**src/rtl/ccc_lock_reset_seq.sv**
```systemverilog
// Lock-qualified reset sequencer: filters the CCC LOCK, times the hold and the
// core/peripheral release stagger, and tracks run-time lock-loss events.
module ccc_lock_reset_seq #(
  parameter int LOCK_FILTER    = 16,
  parameter int HOLD_CYCLES    = 64,
  parameter int STAGGER_CYCLES = 8,
  parameter int LOSS_FILTER    = 4
) (
  input  logic       PCLK,
  input  logic       PRESERN,
  input  logic       LOCK,
  input  logic       SW_RESET,
  input  logic       CLR_FLAG,
  output logic       CORE_RESET_N,
  output logic       PERIPH_RESET_N,
  output logic       READY,
  output logic       LOSS_FLAG,
  output logic [7:0] LOSS_COUNT,
  output logic [1:0] STATE
);

  typedef enum logic [1:0] {
    S_WAIT_LOCK = 2'b00,
    S_HOLD      = 2'b01,
    S_STAGGER   = 2'b10,
    S_RUN       = 2'b11
  } state_t;

  localparam logic [7:0] C_LOCK_M1 = 8'(LOCK_FILTER - 1);
  localparam logic [7:0] C_HOLD_M1 = 8'(HOLD_CYCLES - 1);
  localparam logic [7:0] C_STAG_M1 = 8'(STAGGER_CYCLES - 1);
  localparam logic [7:0] C_LOSS_M1 = 8'(LOSS_FILTER - 1);

  state_t     r_state;
  logic [7:0] r_cnt;
  logic [7:0] r_low_cnt;
  logic       r_sync1;
  logic       r_lock_s;
  logic       r_core_n;
  logic       r_periph_n;
  logic       r_ready;
  logic       r_flag;
  logic [7:0] r_count;
  logic       w_loss;

  // LOCK is asynchronous to PCLK; this pair is its only path into the logic.
  always_ff @(posedge PCLK or negedge PRESERN) begin
    if (!PRESERN) begin
      r_sync1  <= 1'b0;
      r_lock_s <= 1'b0;
    end else begin
      r_sync1  <= LOCK;
      r_lock_s <= r_sync1;
    end
  end

  // STAGGER keeps cnt for release timing, so its low-run count lives in r_low_cnt.
  assign w_loss = !SW_RESET && !r_lock_s &&
                  (((r_state == S_RUN) && (r_cnt == C_LOSS_M1)) ||
                   ((r_state == S_STAGGER) && (r_low_cnt == C_LOSS_M1)));

  always_ff @(posedge PCLK or negedge PRESERN) begin
    if (!PRESERN) begin
      r_state    <= S_WAIT_LOCK;
      r_cnt      <= 8'd0;
      r_low_cnt  <= 8'd0;
      r_core_n   <= 1'b0;
      r_periph_n <= 1'b0;
      r_ready    <= 1'b0;
      r_flag     <= 1'b0;
      r_count    <= 8'd0;
    end else begin
      if (w_loss) begin
        r_flag <= 1'b1;
      end else if (CLR_FLAG) begin
        r_flag <= 1'b0;
      end
      if (w_loss && (r_count != 8'hFF)) begin
        r_count <= r_count + 8'd1;
      end

      case (r_state)
        S_WAIT_LOCK: begin
          r_low_cnt <= 8'd0;
          if (SW_RESET || !r_lock_s) begin
            r_cnt <= 8'd0;
          end else if (r_cnt == C_LOCK_M1) begin
            r_state <= S_HOLD;
            r_cnt   <= 8'd0;
          end else begin
            r_cnt <= r_cnt + 8'd1;
          end
        end
        S_HOLD: begin
          if (SW_RESET || !r_lock_s) begin
            r_state <= S_WAIT_LOCK;
            r_cnt   <= 8'd0;
          end else if (r_cnt == C_HOLD_M1) begin
            r_state  <= S_STAGGER;
            r_cnt    <= 8'd0;
            r_core_n <= 1'b1;
          end else begin
            r_cnt <= r_cnt + 8'd1;
          end
        end
        S_STAGGER: begin
          if (SW_RESET || w_loss) begin
            r_state   <= S_WAIT_LOCK;
            r_cnt     <= 8'd0;
            r_low_cnt <= 8'd0;
            r_core_n  <= 1'b0;
          end else if (r_cnt == C_STAG_M1) begin
            r_state    <= S_RUN;
            r_cnt      <= 8'd0;
            r_low_cnt  <= 8'd0;
            r_periph_n <= 1'b1;
            r_ready    <= 1'b1;
          end else begin
            r_cnt     <= r_cnt + 8'd1;
            r_low_cnt <= r_lock_s ? 8'd0 : r_low_cnt + 8'd1;
          end
        end
        S_RUN: begin
          if (SW_RESET || w_loss) begin
            r_state    <= S_WAIT_LOCK;
            r_cnt      <= 8'd0;
            r_core_n   <= 1'b0;
            r_periph_n <= 1'b0;
            r_ready    <= 1'b0;
          end else if (r_lock_s) begin
            r_cnt <= 8'd0;
          end else begin
            r_cnt <= r_cnt + 8'd1;
          end
        end
        default: begin
          r_state    <= S_WAIT_LOCK;
          r_cnt      <= 8'd0;
          r_low_cnt  <= 8'd0;
          r_core_n   <= 1'b0;
          r_periph_n <= 1'b0;
          r_ready    <= 1'b0;
        end
      endcase
    end
  end

  assign CORE_RESET_N   = r_core_n;
  assign PERIPH_RESET_N = r_periph_n;
  assign READY          = r_ready;
  assign LOSS_FLAG      = r_flag;
  assign LOSS_COUNT     = r_count;
  assign STATE          = r_state;

endmodule

```
**config.mk**
```make
export PLATFORM = sky130hd
export DESIGN_NAME = ccc_lock_reset_seq
export DESIGN_NICKNAME = d
export VERILOG_FILES = /design/src/rtl/ccc_lock_reset_seq.sv
export SDC_FILE = /design/constraint.sdc
export NUM_CORES = 1
export LEC_CHECK = 0
export ABC_AREA = 1
export BUFFER_PORTS_ARGS = -buffer_cell sky130_fd_sc_hd__buf_2
export CORE_MARGIN = 4
export CORE_UTILIZATION = 61
export CTS_BUF_LIST = sky130_fd_sc_hd__clkbuf_2 sky130_fd_sc_hd__clkbuf_4 sky130_fd_sc_hd__clkbuf_8
export DETAILED_ROUTE_END_ITERATION = 8
export PLACE_DENSITY = 0.89
export SLEW_MARGIN = 10
export SYNTH_ARGS = -nofsm -noshare
export SYNTH_HDL_FRONTEND = slang
export SYNTH_SLANG_ARGS = --single-unit
```
**constraint.sdc**
```tcl
create_clock -name PCLK -period 2.9 [get_ports PCLK]
set_input_delay 0.29 -clock PCLK [delete_from_list [all_inputs] [get_ports PCLK]]
set_output_delay 0.29 -clock PCLK [all_outputs]
set_load 0.1 [all_outputs]
```
Yosys cells after proc, flatten, opt, wreduce, memory -nomap -nowiden
Index checks and enable logic that the tools add are counted.
- output and inout port bits: 14
- bits in registers: 31
- logic and storage cells: 80
- input bits: 5
- $add $sub $neg: 3
- reductions and logical operators: 19
- equality and inequality tests: 19
- muxes and demuxes: 30
- operators by type and width (operator ; number):
    8-bit two-way mux ; 11
    8-bit one-hot mux with 4 select lines ; 1
    8-bit by 1-bit adder with 8-bit output, second input constant ; 3
    8-bit by 2-bit == test with 1-bit output, second input constant ; 2
    8-bit one-hot mux with 2 select lines ; 1
    2-bit two-way mux ; 7
    2-bit inequality test, second input constant ; 5
    8-bit by 3-bit == test with 1-bit output, second input constant ; 1
    8-bit by 4-bit == test with 1-bit output, second input constant ; 1
    8-bit by 6-bit == test with 1-bit output, second input constant ; 1
    8-bit inequality test, second input constant ; 1
    2-bit one-hot mux with 4 select lines ; 1
    4-bit AND reduction ; 2
    2-bit nonzero test ; 4
    1-bit two-way mux ; 7
    2-bit by 1-bit inequality test with 1-bit output, second input constant ; 3
    1-bit logical AND ; 5
    5-bit AND reduction ; 1
    2-bit == test, second input constant ; 2
    1-bit one-hot mux with 2 select lines ; 2
    1-bit logical OR ; 3
    3-bit by 1-bit inequality test with 1-bit output, second input constant ; 1
    3-bit inequality test, second input constant ; 1
    2-bit by 1-bit == test with 1-bit output, second input constant ; 1
    other kinds (3) ; 4

Logic depth before layout (Yosys ltp)
- word-level depth: 7
- depth in mapped cells: 11
- mapped depth without buffers: 11

Least setup slack after synthesis
No wires, ideal clock.
- path type: flip-flop to flip-flop
- start: register r_count[0] (netlist: LOSS_COUNT[0])
- end: register r_count[0] (netlist: LOSS_COUNT[0])
- setup time: 0.164 ns
- arrival: 1.975 ns
- required time: 2.736 ns
- clock period less this slack: 2.138 ns
- stages on the path, launching flop included: 6
- buffers on the path: 0
- path slack: 0.762 ns
- cell sequence: dfrtp_1 > ha_1 > nand3_1 > nor4_4 > nor2_2 > xor2_1
- word-level cells in the longest chain between the ends: 2
- elaborated cells between the ends (all ways): 3
- classes of those cells: 1 x add/sub; 1 x eq/ne; 1 x reduce/logical
- RTL lines (element ; line ; text):
    from (decl) ; 43 ; logic [7:0] r_count;
    from (signal assigned) ; 79 ; r_count <= r_count + 8'd1;
    parallel branches: the longest is 2 deep, another holds 8-bit by 1-bit adder with 8-bit output ; n/a ;
Parallel ways; which one is timed is not known.
A chain may end at the register's enable or synchronous reset.

Final worst setup path
- start: register r_state[0] (netlist: STATE[0])
- end: register r_cnt[0]
- word-level cells in the longest chain between the ends: 7
- elaborated cells between the ends (all ways): 12
- classes of those cells: 3 x eq/ne; 3 x mux; 6 x reduce/logical
- RTL lines (element ; line ; text):
    from (decl) ; 34 ; state_t r_state;
    from (signal assigned) ; 64 ; r_state <= S_WAIT_LOCK;
    from (signal assigned) ; 88 ; r_state <= S_HOLD;
    from (signal assigned) ; 96 ; r_state <= S_WAIT_LOCK;
    2-bit == test (on tied branches) ; 59, 82, 60 ;
    1-bit logical AND (on tied branches) ; 59, 60 ;
    1-bit logical OR ; 59 ; (((r_state == S_RUN) && (r_cnt == C_LOSS_M1)) ||
    1-bit logical AND ; 58 ; assign w_loss = !SW_RESET && !r_lock_s &&
    1-bit logical OR ; 107, 124 ;
    8-bit two-way mux (on tied branches) ; 124, 107 ;
    8-bit one-hot mux with 4 select lines * ; 82 ; case (r_state)
    to (signal assigned) ; 91 ; r_cnt <= r_cnt + 8'd1;
    to (signal assigned) ; 103 ; r_cnt <= r_cnt + 8'd1;
    to (signal assigned) ; 133 ; r_cnt <= r_cnt + 8'd1;
    to (decl) ; 35 ; logic [7:0] r_cnt;
Mark *: on every way between the ends. The rest lies on a longest branch, timed or not.

==> results.yml <==
layout:
  nets: 302
  area.sequential_um2: 776
  insertedDiodeCount: 0
  area_growth_pct: 8.28
  multi_input_comb_area_mm2: 0.00110
  layout-drive-gt1-share_pct: 15.9
  layout.filler_cells: 277
floorplan:
  dieHeight_um: 66.2
  fp-row-count: 20
  pin_count: 19
  floorplan.initialDensity_pct: 65.6
  die_w_um: 66.2
  die-area_mm2: 0.00439
  core_area_mm2: 0.00315
worst_setup_path:
  startpoint: "STATE[0]$_DFFE_PN0P_"
  crit_path_max_fanout: 14
  req_time_crit_path_ns: 3.17
  crit_slowest_cell: "sky130_fd_sc_hd__dfrtp_1"
  timing.setup.critical_path_class: "flop to flop"
  worst_endpoint_data_arrival_time_ns: 2.12
  startpoint_type: "flop"
  worstRegToRegCells: 10
  reg2reg_to: "r_cnt[0]$_DFF_PN0_"
  rrSetupSlack_ns: 1.05
  critPathMostFrequentCell: "sky130_fd_sc_hd__nand2_1"
  reg2reg_from: "STATE[0]$_DFFE_PN0P_"
  crit_chain: "inv_1 -> nand2_1 -> nor2_1 -> nand2_1 -> nand2_2 -> nand2_4 -> nand2_1 -> inv_1 -> nand3_1 -> nand4_1"
  cp_slowest_stage_delay_ns: 0.58
  critPathCapture: "r_cnt[0]$_DFF_PN0_"
  worstSetupEndpointType: "flop"
timing:
  setup_repair_after_global_routing_missed_its_margin: "no"
  worst_margin_pin_slew_ns: 0.687
  period_share_pct: 63.8
  setup-violations-final: 0
  slew-limit-headroom_pct: 54.2
  timing.final.crit_period_ns: 1.85
  final-hold-violation-count: 31
  fin_skew_ns: 0.00916
  fin_tns_setup_ns: 0
  fmax_ghz: 0.541
  hold_ws_ns: -0.0143
  final-max-slew-violation-count: 0
flow_run:
  max_cap_viol_count: 0
global_routing:
  grt_pass1_wl_um: 8130
  grt_overflow_total: 0
  antenna_found_initial: 0
  global_route.usage.total_pct: 24.4
  grt_max_degree: 32
  number_of_global_route_vias_before_repair: 1778
placement:
  post-dp-hpwl_um: 3280
  gp_congestion: 0.885
  port_buffers: 18
status:
  run_status: "finished with violations"
  failed_checks: "negative hold slack"
cts:
  hold_buf_cts: 0
  worstSkewPairLatency_ns: 0.34
  clk_transition_reported_paths_ns: 0.10
  cts_resized: 0
  post-cts-setup-buffers: 0
  cts.root.buffer_cell: "sky130_fd_sc_hd__clkbuf_4"
  tritoncts: "done"
  clock_path_buffers: 2
  cts_htree_levels: 2
  cts_buffers: 5
  clock_sink_count: 31
logic_synthesis:
  commonest_register_cell_after_synthesis: "sky130_fd_sc_hd__dfrtp_1"
  synth-async-reset-ratio_pct: 100
  ys_seq_area_share_pct: 37.5
  ys.warnings.count: 0
  post_synth_inst_count: 276
  synthTopCellsByCount: "sky130_fd_sc_hd__nand2_1, sky130_fd_sc_hd__inv_1, sky130_fd_sc_hd__dfrtp_1"
  synth_most_common_cell: "sky130_fd_sc_hd__nand2_1"
  synth_cell_type_count: 30
  synthesis.nets: 284
  post_synth_instance_area_mm2: 0.00207
  avgSynthCellArea_um2: 7.50
  synth_top_cells_by_area: "sky130_fd_sc_hd__dfrtp_1, sky130_fd_sc_hd__nand2_1, sky130_fd_sc_hd__nand4_1"
  synth_area_leader_cell: "sky130_fd_sc_hd__dfrtp_1"
  synth_edf_count: 0
  synth_top_area_share_pct: 37.5
  synth_seq_cells: 31
pwr:
  vdd_ir_drop_max_uv: 274
  leakage_nw: 1.14
  totalPowerFinal_w: 0.000777
  power_density_mw_per_mm2: 347
routing:
  post-route-drc-count: 0
  drt_wl_total_um: 4600
  drt_iter0_markers: 161
  dr_total_vias: 1915
  route.detailed.wl_per_inst_um: 13.6
  first_pass_iters: 4
  antenna_left: 0
  routed_via_density: 5.65
worst_hold_path:
  hold_crit_class: "input pin to asynchronous set/reset pin"
## worst max-delay path: cells and delay by family, from the launching register on
kind	cells	cell delay [ns]
buffers and inverters	2	0.41
and+or+nand+nor	8	0.81
DFF	1	0.58
## worst min path at each step
stage	slack, ns	end	startpoint
final	-0.01	r_low_cnt[5]$_DFFE_PN0P_	PRESERN
after global routing	0.03	LOSS_COUNT[5]$_DFFE_PN0P_	PRESERN
after CTS	0.006	LOSS_COUNT[5]$_DFFE_PN0P_	PRESERN
after detailed placement	0.34	r_lock_s$_DFF_PN0_	r_sync1$_DFF_PN0_
after global placement	0.34	r_lock_s$_DFF_PN0_	r_sync1$_DFF_PN0_
after floorplan	-0.006	CORE_RESET_N$_DFFE_PN0P_	PRESERN
## state kept, by name, indices dropped and copies added (netlist names)
name / flops
LOSS_COUNT: 8
r_cnt: 8
r_low_cnt: 8
STATE: 2
CORE_RESET_N: 1
LOSS_FLAG: 1
READY: 1
r_lock_s: 1
r_sync1: 1
## power breakdown
group	internal (W)	total [W]	switching (W)
clock network	0.000152	0.000305	0.000153
registers	0.000435	0.000439	0.00000400
logic	0.00000713	0.0000330	0.0000258
## cell usage in the layout, fill, tap and decap left out, types with 2 or more instances in the layout
cell,instances
sky130_fd_sc_hd__dfrtp_1,31
sky130_fd_sc_hd__nand3_2,2
sky130_fd_sc_hd__buf_2,18
sky130_fd_sc_hd__nor2_1,21
sky130_fd_sc_hd__nor3_1,5
sky130_fd_sc_hd__clkinv_1,3
sky130_fd_sc_hd__nor2_4,4
sky130_fd_sc_hd__nand3_1,25
sky130_fd_sc_hd__inv_1,34
sky130_fd_sc_hd__nand2_1,65
sky130_fd_sc_hd__clkbuf_4,6
sky130_fd_sc_hd__o21ai_0,10
sky130_fd_sc_hd__ha_1,3
sky130_fd_sc_hd__nor2_2,6
sky130_fd_sc_hd__o21ai_1,3
sky130_fd_sc_hd__nand4_1,28
sky130_fd_sc_hd__xor2_1,14
sky130_fd_sc_hd__inv_2,2
sky130_fd_sc_hd__nand2_2,3
sky130_fd_sc_hd__o22ai_1,2
sky130_fd_sc_hd__clkbuf_8,2
## cells by family after synthesis
logic type               Yosys count  synth area share [%]
XOR/XNOR                          15                  6.35
flip-flops                        31                  37.5
buffers and inverters             46                  9.31
adder cells (fa/ha/maj)            3                  1.81
AO/OA/AOI/OAI                     17                  4.29
AND/OR/NAND/NOR                  164                  40.7
## through the flow
stage	utilization [%]	cell area [um^2]	setup slack [ns]	hold WS, ns	std cells
floorplan	-	2070	0.762	-0.00559	276
global placement	68.8	2170	1.11	0.338	331
detailed placement	68.8	2170	1.10	0.341	331
CTS	71.1	2240	1.08	0.00582	339
global route	71.1	2240	0.813	0.0265	339
finish	71.1	2240	1.05	-0.0143	339
## cell type report
type | count | share of cell area [%]
Clock buffer | 8 | 3.24
Inverter | 39 | 6.53
Multi-Input combinational cell | 199 | 49.1
Timing Repair Buffer | 18 | 4.02
Sequential cell | 31 | 34.6
Tap cell | 44 | 2.46
## per-layer routing
metal  routed length [um]  up-vias  track usage, %
li1                     -      942               -
met1                 2040      869            33.1
met2                 2050       90            36.7
met3                  391       14            5.78
met4                  120        0            10.7
met5                    0        -               0
Note: power is estimated with default switching activity, not from simulation.
